==> config.mk <==
export PLATFORM = sky130hd
export DESIGN_NAME = imm_decode_ctrl
export DESIGN_NICKNAME = d
export VERILOG_FILES = /design/src/rtl/imm_decode_ctrl.sv
export SDC_FILE = /design/constraint.sdc
export NUM_CORES = 1
export LEC_CHECK = 0
export ABC_AREA = 1
export ABC_CLOCK_PERIOD_IN_PS = 4700
export CAP_MARGIN = 20
export CORE_MARGIN = 3
export CORE_UTILIZATION = 50
export DETAILED_ROUTE_END_ITERATION = 8
export PLACE_DENSITY_LB_ADDON = 0.1
export SYNTH_ARGS = -nofsm -noshare
export SYNTH_HDL_FRONTEND = slang
export SYNTH_SLANG_ARGS = --single-unit
==> constraint.sdc <==
create_clock -name clk -period 4.7 [get_ports clk]
set_input_delay 1.41 -clock clk [delete_from_list [all_inputs] [get_ports clk]]
set_output_delay 1.41 -clock clk [all_outputs]
set_load 0.02 [all_outputs]
==> src/rtl/imm_decode_ctrl.sv <==
// Decode-stage front end for the sext immediate generator: 2-entry skid buffer
// on a valid/ready handshake, presenting the head word with registered decode.
module imm_decode_ctrl #(
  parameter logic [31:0] NOP_IR      = 32'h0000_0013,
  parameter int unsigned STALL_CNT_W = 16
) (
  input  logic                   clk,
  input  logic                   reset,
  input  logic                   if_valid,
  input  logic [31:0]            if_ir,
  output logic                   if_ready,
  input  logic                   flush,
  input  logic                   id_ready,
  output logic                   ir2_valid,
  output logic [31:0]            ir2,
  output logic [2:0]             sext_select,
  output logic                   has_imm,
  output logic                   illegal,
  output logic [STALL_CNT_W-1:0] stall_cycles
);

  localparam int unsigned IR_W  = 32;
  localparam int unsigned OPC_W = 7;
  localparam int unsigned SEL_W = 3;

  localparam logic [SEL_W-1:0] SEL_I = 3'd0;
  localparam logic [SEL_W-1:0] SEL_B = 3'd1;
  localparam logic [SEL_W-1:0] SEL_U = 3'd2;
  localparam logic [SEL_W-1:0] SEL_S = 3'd3;
  localparam logic [SEL_W-1:0] SEL_J = 3'd4;

  localparam logic [OPC_W-1:0] OPC_OP_IMM = 7'b0010011;
  localparam logic [OPC_W-1:0] OPC_LOAD   = 7'b0000011;
  localparam logic [OPC_W-1:0] OPC_JALR   = 7'b1100111;
  localparam logic [OPC_W-1:0] OPC_SYSTEM = 7'b1110011;
  localparam logic [OPC_W-1:0] OPC_BRANCH = 7'b1100011;
  localparam logic [OPC_W-1:0] OPC_LUI    = 7'b0110111;
  localparam logic [OPC_W-1:0] OPC_AUIPC  = 7'b0010111;
  localparam logic [OPC_W-1:0] OPC_STORE  = 7'b0100011;
  localparam logic [OPC_W-1:0] OPC_JAL    = 7'b1101111;
  localparam logic [OPC_W-1:0] OPC_OP     = 7'b0110011;
  localparam logic [OPC_W-1:0] OPC_FENCE  = 7'b0001111;

  localparam logic [STALL_CNT_W-1:0] STALL_MAX = {STALL_CNT_W{1'b1}};

  typedef enum logic [1:0] {
    EMPTY = 2'd0,
    ONE   = 2'd1,
    TWO   = 2'd2
  } state_e;

  typedef struct packed {
    logic [SEL_W-1:0] sel;
    logic             has_imm;
    logic             illegal;
  } dec_t;

  // Immediate-format decode of a RISC-V major opcode.
  function automatic dec_t decode(input logic [OPC_W-1:0] opc);
    dec_t d;
    d.sel     = SEL_I;
    d.has_imm = 1'b1;
    d.illegal = 1'b0;
    case (opc)
      OPC_OP_IMM, OPC_LOAD, OPC_JALR, OPC_SYSTEM: d.sel = SEL_I;
      OPC_BRANCH:                                 d.sel = SEL_B;
      OPC_LUI, OPC_AUIPC:                         d.sel = SEL_U;
      OPC_STORE:                                  d.sel = SEL_S;
      OPC_JAL:                                    d.sel = SEL_J;
      OPC_OP, OPC_FENCE:                          d.has_imm = 1'b0;
      default: begin
        d.has_imm = 1'b0;
        d.illegal = 1'b1;
      end
    endcase
    return d;
  endfunction

  state_e                 state_q, state_d;
  logic [IR_W-1:0]        skid_q, skid_d;
  logic                   if_ready_q, if_ready_d;
  logic                   ir2_valid_q, ir2_valid_d;
  logic [IR_W-1:0]        ir2_q, ir2_d;
  logic [SEL_W-1:0]       sel_q, sel_d;
  logic                   has_imm_q, has_imm_d;
  logic                   illegal_q, illegal_d;
  logic [STALL_CNT_W-1:0] stall_q, stall_d;

  logic                   accept;
  logic                   pop;
  logic [IR_W-1:0]        head_d;
  dec_t                   dec;

  always_ff @(posedge clk or posedge reset) begin
    if (reset) begin
      state_q     <= EMPTY;
      skid_q      <= NOP_IR;
      if_ready_q  <= 1'b1;
      ir2_valid_q <= 1'b0;
      ir2_q       <= NOP_IR;
      sel_q       <= SEL_I;
      has_imm_q   <= 1'b1;
      illegal_q   <= 1'b0;
      stall_q     <= '0;
    end else begin
      state_q     <= state_d;
      skid_q      <= skid_d;
      if_ready_q  <= if_ready_d;
      ir2_valid_q <= ir2_valid_d;
      ir2_q       <= ir2_d;
      sel_q       <= sel_d;
      has_imm_q   <= has_imm_d;
      illegal_q   <= illegal_d;
      stall_q     <= stall_d;
    end
  end

  // Next-state, buffer movement and head decode; decode is taken from the
  // next head word so every output is a flop with no path from if_ir.
  always_comb begin
    state_d     = state_q;
    skid_d      = skid_q;
    head_d      = ir2_q;
    stall_d     = stall_q;
    ir2_valid_d = 1'b0;
    ir2_d       = NOP_IR;
    sel_d       = SEL_I;
    has_imm_d   = 1'b1;
    illegal_d   = 1'b0;
    if_ready_d  = 1'b1;
    dec         = decode(OPC_OP_IMM);

    accept = if_valid & if_ready_q;
    pop    = ir2_valid_q & id_ready;

    if (flush) begin
      state_d = EMPTY;
    end else begin
      case (state_q)
        EMPTY: begin
          if (accept) begin
            state_d = ONE;
            head_d  = if_ir;
          end
        end
        ONE: begin
          if (accept && pop) begin
            head_d = if_ir;
          end else if (accept) begin
            state_d = TWO;
            skid_d  = if_ir;
          end else if (pop) begin
            state_d = EMPTY;
          end
        end
        TWO: begin
          if (pop) begin
            state_d = ONE;
            head_d  = skid_q;
          end
        end
        default: state_d = EMPTY;
      endcase
    end

    if (state_d != EMPTY) begin
      dec         = decode(head_d[OPC_W-1:0]);
      ir2_valid_d = 1'b1;
      ir2_d       = head_d;
      sel_d       = dec.sel;
      has_imm_d   = dec.has_imm;
      illegal_d   = dec.illegal;
    end
    if_ready_d = (state_d != TWO);

    // Saturating downstream-stall counter, unaffected by flush.
    if (ir2_valid_q && !id_ready && (stall_q != STALL_MAX)) begin
      stall_d = stall_q + STALL_CNT_W'(1);
    end
  end

  assign if_ready     = if_ready_q;
  assign ir2_valid    = ir2_valid_q;
  assign ir2          = ir2_q;
  assign sext_select  = sel_q;
  assign has_imm      = has_imm_q;
  assign illegal      = illegal_q;
  assign stall_cycles = stall_q;

endmodule

==> run metrics <==
CTS tree yes; initial antenna violation count 0; drt drc 0; Pins Over Slew Limit 0; delay-heaviest family, CP buffers and inverters; Layout area overhead 29.96%; Lkg Pwr 2.475 nW; first-pass GRT wire length 15260 um; R2R cell count 6; WP depth 7; Clock Root Buffer clkbuf_8; slew margin rel. 49.72%; buffers and inverters on the worst path 4; Final Cycle Share 69.78%; crit-path cells clkdlybuf4s50_1, clkinv_1, buf_4, nand4_1, buf_4, nand2_1, o21ai_0; drt via density 5.185; Vias 3303; Worst setup SP type primary input; RSZ-0062 raised after global routing false; WP data arrival 3.50 ns; core footprint 7807 sq um; complex-gate fraction of the synthesized area 12.48%; syn avg cell area 9.225 sq um; Pwr Density 388.2 nW/um^2; post-synthesis sequential area ratio 55.12%; CP max stage delay 0.62 ns; Post-Syn Area 4059 sq um; Post-Synthesis Cells 440; vias in the first global route 3211; CP Capture Type flop; Simple-Gate Fraction of Synth Area 20.62%; Clock transition at path regs 0.08 ns; CTS Hold Buffers Added 0; warnings from Yosys 0; Required @ worst endpoint 4.93 ns; Max Cap Violations 0; overall routing resource usage 21.17%; final clock skew 0.01084 ns; 1st-iter DRT viols 155; nets@finish 569; Port-buffer cells 91; startpoint of the worst hold path skid_q[7]; Yosys top cell by area dfrtp_1; post-DP HPWL 6302 um; clock insertion delay at the later pin of the skew report 0.35 ns; clock buffer depth 2; io pins 92; post-synthesis adder-cell area fraction 0.3083%; antenna-violating nets left 0; cts repair resizes 0; Placer Congestion 0.8710; CP max-delay cell nand4_1; Post CTS Setup Buffer Count 0; routed len/inst 14.30 um; Hold Crit Class reg -> reg; post-synth cell types 31; syn_nets 478; Max Freq 304.9 MHz; post-route cell area 5275 sq um; full die area 9235 sq um; slew of the pin with the lowest slew margin 0.7524 ns; r2r startpoint if_ready; layout cell share with drive strength beyond 1 11.78%; reg-to-reg slack, setup 2.49 ns; EDFF count, synth 0; top cells by area, synth dfrtp_1 50%, nand2_1 10%, o21ai_0 6.3%; status completed; row cnt 32; clock buffer count from CTS 9; Worst Hold Depth 2; Crit path top cell by count buf_4; post-synth top area share 49.94%; worst hold endpoint skid_q[7]; First-pass DRT Iterations 5; worst r2r dst skid_q[15]; largest family of logic cells by synthesized area simple AND/OR/NAND/NOR gates; Yosys reg bits 89; Placed Area 5065 sq um; XOR/XNOR Fraction of Synth Area 3.021%; post-layout min period 3.280 ns; peak fanout along the critical path 28; Hold Fails Final Rpt 0; WHS 0.4878 ns; final WL 9109 um; ys flop type dfrtp_1; setup_tns 0 ns; Antenna Cells 0; multiplexer area fraction after synthesis 1.942%; crit path kind in -> reg; worst IR drop on VDD 0.2132 mV; fraction of registers with async set/reset 100.0%; clock sinks 89; Die Y 96.10 um; GR Overflow Total 0; Die X 96.10 um; Setup-failing EPs final 0; initial core utilization 51.99%; largest net degree at the start of global routing 50; htree depth 3
routing by layer:
| layer | part of all wire [%] | wire length (um) | global-route usage, % | vias up |
|---|---|---|---|---|
| li1 | - | - | - | 1616 |
| met1 | 45 | 4088 | 29.49 | 1590 |
| met2 | 48 | 4400 | 33.06 | 87 |
| met3 | 5.7 | 516 | 5.082 | 10 |
| met4 | 1.1 | 102 | 5.924 | 0 |
| met5 | 0 | 0 | 0 | - |
logic make-up after synthesis:
group	Yosys count
AND/OR/NAND/NOR	185
flip-flops	89
AO/OA/AOI/OAI	81
buffers and inverters	63
XOR/XNOR	14
multiplexers	7
adder cells (fa/ha/maj)	1
report_power, final:
part	switching, mW	internal, mW
Combinational	0.250	0.213
Sequential	0.100	0.923
Clock	0.251	0.311
Total	0.601	1.45
state kept, by name (all words and copies together), names as in the netlist:
name / cells
if_ready: 1
illegal: 1
skid_q: 32
ir2_valid: 1
state_q: 2
has_imm: 1
sext_select: 3
stall_cycles: 16
ir2: 32
through the flow:
step / total power [mW] / cells / util, % / worst slack (ns)
after CTS: 2.065 / 637 / 67.56 / 1.426
after global routing: 2.172 / 637 / 67.56 / 1.274
after global placement: 1.486 / 622 / 64.87 / 1.057
final: 2.048 / 637 / 67.56 / 1.420
after floorplan: 1.308 / 440 / - / 0.9963
after detailed placement: 1.502 / 622 / 64.87 / 1.048
worst register-to-register path, cell delays in order, from the launching register on:
cell and delay, ns:
dfstp_2 0.54, nand2_1 0.10, nor2_4 0.21, nand4_1 0.59
buf_4 0.46, nand2_1 0.10, o21ai_0 0.09
cells in the mapped netlist (7+ instances only):
master / count
inv_1: 39
nor3_1: 8
nand3_1: 19
nor2_1: 20
xor2_1: 8
nand2_1: 110
nand2_2: 13
dfstp_2: 8
clkbuf_1: 11
a22o_1: 25
dfrtp_1: 81
o21ai_0: 51
mux2_2: 7
layout make-up:
cell class / count / area [sq um]
tap: 102 / 127.6
clock buffer: 12 / 145.1
timing repair buffer: 97 / 968.4
multi-input combinational: 288 / 1558
clock inverter: 3 / 65.06
inverter: 46 / 173.9
fill: 640 / 2532
sequential: 89 / 2237
worst max-delay path by stage:
| stage | startpoint | to | slack (ns) |
|---|---|---|---|
| detailed placement | id_ready | has_imm | 1.05 |
| finish | flush | skid_q[15] | 1.42 |
| CTS | id_ready | has_imm | 1.43 |
| floorplan | reset | illegal | 1.0 |
| global route | flush | skid_q[15] | 1.27 |
| global placement | id_ready | has_imm | 1.06 |
layout by cell type, fill, tap and decap left out, types with 2 or more instances in the layout:
master,Yosys,final
nand2_4,2,2
a21oi_1,2,2
dfrtp_1,81,81
nand3_1,19,19
inv_2,5,5
buf_4,3,5
nor2_1,20,20
dfstp_2,8,8
clkbuf_8,0,10
xnor2_1,6,6
nand2_2,13,13
clkinv_2,0,2
nand2_1,110,110
nor2_4,3,3
clkbuf_1,11,2
nor3_1,8,8
a22o_1,25,25
nand4_1,4,4
xor2_1,8,8
clkdlybuf4s50_1,0,91
inv_1,39,38
nand3_2,3,3
mux2_2,7,7
bufinv_16,0,2
clkinv_1,2,2
o21ai_0,51,51
No activity file was read; power rests on OpenSTA's default activity.
